### src/rtl/simple_uart_pkg.sv
// rtl/simple_uart_pkg.sv - shared types and frame constants for the 8N1 UART
package simple_uart_pkg;

   typedef enum logic [1:0] {
      IDLE  = 2'd0,
      START = 2'd1,
      DATA  = 2'd2,
      STOP  = 2'd3
   } rx_state_e;

   localparam int DATA_BITS  = 8;
   localparam int FRAME_BITS = 10;
   localparam int DUMMY_BITS = 15;
   localparam int MIN_DIV    = 2;

   // Bit period in clock cycles; dividers below MIN_DIV are clamped.
   function automatic logic [31:0] eff_div(input logic [31:0] div);
      return (div < 32'(MIN_DIV)) ? 32'(MIN_DIV) : div;
   endfunction

endpackage

### src/rtl/simple_uart_rx.sv
// rtl/simple_uart_rx.sv - receive path: 2-FF synchronizer, frame FSM, one-byte buffer
module simple_uart_rx
   import simple_uart_pkg::*;
(
   input  logic        clk,
   input  logic        resetn,
   input  logic        ser_rx_i,
   input  logic [31:0] period_i,
   input  logic        rd_ack_i,
   output logic [7:0]  data_o,
   output logic        valid_o
);

   logic        rx_meta_q, rx_sync_q;
   rx_state_e   state_q;
   logic [31:0] divcnt_q;
   logic [2:0]  bitcnt_q;
   logic [7:0]  shift_q, buf_q;
   logic        valid_q;
   logic [31:0] half;

   assign half    = period_i >> 1;
   assign data_o  = buf_q;
   assign valid_o = valid_q;

   always_ff @(posedge clk or negedge resetn) begin
      if (!resetn) begin
         rx_meta_q <= 1'b1;
         rx_sync_q <= 1'b1;
         state_q   <= IDLE;
         divcnt_q  <= '0;
         bitcnt_q  <= '0;
         shift_q   <= '0;
         buf_q     <= '0;
         valid_q   <= 1'b0;
      end else begin
         rx_meta_q <= ser_rx_i;
         rx_sync_q <= rx_meta_q;
         // A byte completing in the same cycle as an acknowledge wins below.
         if (rd_ack_i) valid_q <= 1'b0;
         case (state_q)
            IDLE: begin
               if (!rx_sync_q) begin
                  state_q  <= START;
                  divcnt_q <= '0;
               end
            end
            START: begin
               if (divcnt_q >= half - 1) begin
                  state_q  <= rx_sync_q ? IDLE : DATA;
                  divcnt_q <= '0;
                  bitcnt_q <= '0;
               end else begin
                  divcnt_q <= divcnt_q + 1;
               end
            end
            DATA: begin
               if (divcnt_q >= period_i - 1) begin
                  shift_q  <= {rx_sync_q, shift_q[7:1]};
                  divcnt_q <= '0;
                  bitcnt_q <= bitcnt_q + 3'd1;
                  if (bitcnt_q == 3'(DATA_BITS - 1)) state_q <= STOP;
               end else begin
                  divcnt_q <= divcnt_q + 1;
               end
            end
            STOP: begin
               if (divcnt_q >= period_i - 1) begin
                  if (rx_sync_q) begin
                     buf_q   <= shift_q;
                     valid_q <= 1'b1;
                  end
                  state_q  <= IDLE;
                  divcnt_q <= '0;
               end else begin
                  divcnt_q <= divcnt_q + 1;
               end
            end
            default: state_q <= IDLE;
         endcase
      end
   end

endmodule

### src/rtl/simple_uart.sv
// rtl/simple_uart.sv - memory-mapped 8N1 UART top (TX, divider); receiver present only with SIMPLE_UART_RX_EN
module simple_uart
   import simple_uart_pkg::*;
#(
   parameter logic [31:0] DEFAULT_DIV = 32'd1
) (
   input  logic        clk,
   input  logic        resetn,
   input  logic        ser_rx,
   output logic        ser_tx,
   input  logic [3:0]  reg_div_we,
   input  logic [31:0] reg_div_di,
   output logic [31:0] reg_div_do,
   input  logic        reg_dat_we,
   input  logic        reg_dat_re,
   input  logic [31:0] reg_dat_di,
   output logic [31:0] reg_dat_do,
   output logic        reg_dat_wait
);

   logic [31:0] cfg_div_q, cfg_div_d;
   logic [9:0]  pattern_q, pattern_d;
   logic [3:0]  bitcnt_q, bitcnt_d;
   logic [31:0] divcnt_q, divcnt_d;
   logic        dummy_q, dummy_d;
   logic [31:0] period;
   logic        tx_busy, dat_accept;

   assign period       = eff_div(cfg_div_q);
   assign tx_busy      = (bitcnt_q != 4'd0);
   assign reg_div_do   = cfg_div_q;
   assign reg_dat_wait = reg_dat_we && (tx_busy || dummy_q);
   assign dat_accept   = reg_dat_we && !reg_dat_wait;
   assign ser_tx       = pattern_q[0];

   always_comb begin
      cfg_div_d = cfg_div_q;
      pattern_d = pattern_q;
      bitcnt_d  = bitcnt_q;
      divcnt_d  = divcnt_q;
      dummy_d   = dummy_q;
      for (int i = 0; i < 4; i++) begin
         if (reg_div_we[i]) cfg_div_d[8*i +: 8] = reg_div_di[8*i +: 8];
      end
      // A divider change abandons the current frame and re-idles the line.
      if (|reg_div_we) begin
         pattern_d = '1;
         bitcnt_d  = '0;
         divcnt_d  = '0;
         dummy_d   = 1'b1;
      end else if (dummy_q && !tx_busy) begin
         pattern_d = '1;
         bitcnt_d  = 4'(DUMMY_BITS);
         divcnt_d  = '0;
         dummy_d   = 1'b0;
      end else if (dat_accept) begin
         pattern_d = {1'b1, reg_dat_di[7:0], 1'b0};
         bitcnt_d  = 4'(FRAME_BITS);
         divcnt_d  = '0;
      end else if (tx_busy) begin
         if (divcnt_q >= period - 1) begin
            pattern_d = {1'b1, pattern_q[9:1]};
            bitcnt_d  = bitcnt_q - 4'd1;
            divcnt_d  = '0;
         end else begin
            divcnt_d  = divcnt_q + 1;
         end
      end
   end

   always_ff @(posedge clk or negedge resetn) begin
      if (!resetn) begin
         cfg_div_q <= DEFAULT_DIV;
         pattern_q <= '1;
         bitcnt_q  <= '0;
         divcnt_q  <= '0;
         dummy_q   <= 1'b1;
      end else begin
         cfg_div_q <= cfg_div_d;
         pattern_q <= pattern_d;
         bitcnt_q  <= bitcnt_d;
         divcnt_q  <= divcnt_d;
         dummy_q   <= dummy_d;
      end
   end

`ifdef SIMPLE_UART_RX_EN
   logic [7:0] rx_data;
   logic       rx_valid;
   logic       unused_sig;

   simple_uart_rx u_rx (
      .clk      (clk),
      .resetn   (resetn),
      .ser_rx_i (ser_rx),
      .period_i (period),
      .rd_ack_i (reg_dat_re),
      .data_o   (rx_data),
      .valid_o  (rx_valid)
   );

   assign reg_dat_do = rx_valid ? {24'h0, rx_data} : 32'hFFFF_FFFF;
   assign unused_sig = ^reg_dat_di[31:8];
`else
   logic unused_sig;

   assign reg_dat_do = 32'hFFFF_FFFF;
   assign unused_sig = ^{reg_dat_di[31:8], ser_rx, reg_dat_re};
`endif

endmodule

### config.mk
export PLATFORM = sky130hd
export DESIGN_NAME = simple_uart
export DESIGN_NICKNAME = d
export VERILOG_FILES = /design/src/rtl/simple_uart_pkg.sv /design/src/rtl/simple_uart_rx.sv /design/src/rtl/simple_uart.sv
export SDC_FILE = /design/constraint.sdc
export NUM_CORES = 1
export LEC_CHECK = 0
export BUFFER_PORTS_ARGS = -buffer_cell sky130_fd_sc_hd__clkbuf_2
export CORE_MARGIN = 2
export CORE_UTILIZATION = 29
export CTS_CLUSTER_DIAMETER = 120
export DETAILED_ROUTE_END_ITERATION = 6
export PLACE_DENSITY = 0.61
export SYNTH_ARGS = -nofsm -noshare
export SYNTH_HDL_FRONTEND = slang
export SYNTH_HIERARCHICAL = 1
export SYNTH_SLANG_ARGS = --single-unit
### constraint.sdc
create_clock -name clk -period 7.3 [get_ports clk]
set_clock_uncertainty 0.2 [all_clocks]
set_input_delay 0.73 -clock clk [delete_from_list [all_inputs] [get_ports clk]]
set_output_delay 0.73 -clock clk [all_outputs]
set_load 0.02 [all_outputs]
==> flow_summary.toml <==
[status]
outcome = "finished, final reports clean"

[worst_setup_path]
crit_required_ps = 7320
worstReg2RegStart = "reg_div_do[25]"
path_max_fanout = 23
worstSetupStartpointType = "flop"
regToRegEndpoint = "divcnt_q[18]"
worst_ep_arrival_time_ps = 6520
path_class = "flop to flop"
end_kind = "flop"
r2r_slack_ps = 800
r2r_cells = 20

[route]
ant_nets = 0
avgViaCountPerCell = 4.71
num_vias = 3850
drt_iter0_drc = 157
drt-pass1-iter-count = 4
drt_wl_total_mm = 11.2
post-route-drc-count = 0
wl_per_cell_um = 13.7

[timing]
clock.fmax_mhz = 154
rsz0062_at_grt = "false"
layout_min_cycle_time_ps = 6500
finalSetupViolCount = 0
drv_slew = 0
setup_tns_ps = 0
hold_viol = 0
tightest_slew_ps = 998
whs_ps = 301
fin_crit_sh_pct = 89.0
slew_headroom_pct = 33.5

[logic_synthesis]
ys_async_sr_fraction_pct = 100
synthTopCellsByCount = "dfrtp_1 (67), nor2_1 (49), buf_4 (36), ha_1 (36), nand2_1 (33)"
synth_cells = 510
synth.most_common_cell = "dfrtp_1"
synth-edff-count = 0
synth.avg_cell_area_sq_um = 9.97
synth.distinct_cells = 59
ys_seq_area_share_pct = 38.7
synth_top_area_share_pct = 33.0
synth_top_cell_by_area = "dfrtp_1"
synth_area_leaders = "dfrtp_1 (33%), ha_1 (8.9%), mux2_2 (7.1%)"
ys.flop_type = "dfrtp_1"
yosys_warnings = 6
ys_ff_latch = 78
syn_area_sq_um = 5080

[global_route]
grt_start_max_net_pins = 79
grt.overflow.total = 0
grt_pass1_wl_mm = 18.5
antenna_found_initial = 0
first_global_vias = 3572
grt.total_usage_pct = 12.8

[pwr]
power_density_nw_per_um2 = 193
p_leak_uw = 0.00252
p_switching_uw = 319
p_seq_share_pct = 42.4
peakVddDrop_v = 0.000160
p_sw_share_pct = 28.0
intPower_uw = 820
p_comb_share_pct = 14.7
clock_power_share_pct = 42.9

[clock_tree]
cts_resized = 0
clk_latency_ps = 350
clock_sinks = 78
htreeDepth = 3
clock_path_buffers = 2
root_buffer = "clkbuf_16"
cts_tree = "built"
path_clk_slew_ps = 60
numCtsBuffers = 9
post_cts_buffers = 0
ctsHoldBuffers = 0

[floorplan]
initial_core_util_pct = 29.5
die_y_um = 136
core_sq_um = 17200
core.rowCount = 48
die_area_sq_um = 18600
die_w_um = 136
boundaryPins = 139

[placed_design]
gp_congestion = 0.782
dp_hpwl_mm = 8.06
numPortBuffers = 80

[layout]
syn_to_final_growth_pct = 15.9
nets = 696
drive_gt1_share_pct = 26.0
fill_cells = 1784
insertedDiodeCount = 0

[worst_hold_path]
hold_start = "pattern_q[6]"
holdPathEnd = "pattern_q[6]"
whs_path_depth = 1
hold_class = "flop to flop"

[flow_run]
cap_violations = 0
[placed cells by master (no fill, tap or decap), types with 4 or more instances in the layout]
cell type   n
inv_1       5
dfstp_2    11
nor3_1     18
clkbuf_2   79
mux2_2     32
and3_1     10
nand3_1    23
xor2_1     25
nand2_1    33
a21oi_1    10
dfrtp_1    67
clkbuf_16   9
nand4_1     9
ha_1       36
o21ai_0    16
nor4_1      8
nor2b_1     5
a21o_1      4
nor2_1     49
conb_1     32
nand2b_1    6
or3_1      13
a2bb2oi_1   9
or4_1       5
xnor2_1    26
[layer usage]
layer	vias up	global-route usage (%)	part of all wire [%]	routed length, um
met1	1820	18.7	51	5660
met4	0	3.01	0.91	102
li1	1924	-	-	-
met2	97	19.0	43	4850
met5	-	0	0	0
met3	9	3.36	5.0	556
[how the worst max path moves through the flow]
stage	endpoint	slack [ps]	cells after the start	start
final	divcnt_q[18]	800	20	reg_div_do[25]
after global routing	divcnt_q[18]	260	20	reg_div_do[25]
after CTS	divcnt_q[18]	760	20	reg_div_do[25]
after detailed placement	divcnt_q[18]	760	20	reg_div_do[25]
after global placement	divcnt_q[18]	810	20	reg_div_do[26]
after floorplan	pattern_q[2]	2120	21	reg_div_do[26]
[power groups by stage]
stage | sequential [uW] | clock, uW | combinational [uW]
3_3_place_gp | 490 | 0 | 167
5_1_grt | 488 | 522 | 187
4_1_cts | 483 | 506 | 170
6_report | 483 | 489 | 168
3_5_place_dp | 491 | 0 | 169
2_1_floorplan | 505 | 0 | 105
[critical path: stages (launching register included)]
cell	delay [ps]
dfrtp_1	420
or4_1	590
or3_1	400
nor3_1	370
nand3_1	270
nor3_2	360
nand2b_1	200
ha_1	190
nand2_1	100
nor2_1	250
nand4_1	330
nor3_1	310
xnor2_1	110
ha_1	320
nand4_1	150
or4_1	570
o21ai_1	280
a21oi_4	100
nor2_2	420
buf_4	360
nor2_1	80
[state kept, by name (all words and copies together) (netlist names)]
name / cells
reg_div_do: 32
divcnt_q: 32
bitcnt_q: 4
dummy_q: 1
pattern_q: 9
[metrics by stage]
step                      cell area [sq um]  setup WS, ps  util [%]  std cells  total power (uW)
after detailed placement               5570           756      32.3        801               660
final                                  5890           801      34.2        817              1140
after floorplan                        5200          2120         -        541               610
after CTS                              5890           757      34.2        817              1160
after global placement                 5570           813      32.3        801               658
after global routing                   5890           256      34.2        817              1200
[kinds of logic (layout without fill, tap and decap cells)]
family	count (synthesis)	in the layout	synth area share, %
XOR/XNOR	51	51	8.79
AND/OR/NAND/NOR	191	191	19.4
adder cells (fa/ha/maj)	36	36	8.86
flip-flops	78	78	38.7
other	1	32	0.0738
AO/OA/AOI/OAI	67	67	10.0
multiplexers	34	34	7.48
buffers and inverters	52	103	6.77
[area by class of cell]
class                           instances  area [sq um]  share of cell area, %
Timing Repair Buffer                   82           418                   7.10
Clock buffer                           11           233                   3.95
Clock inverter                          5          83.8                   1.42
Inverter                                5          18.8                  0.319
Tap cell                              225           282                   4.78
Multi-Input combinational cell        411          2890                   49.1
Sequential cell                        78          1970                   33.4
Power figures use the tool's default switching activity.
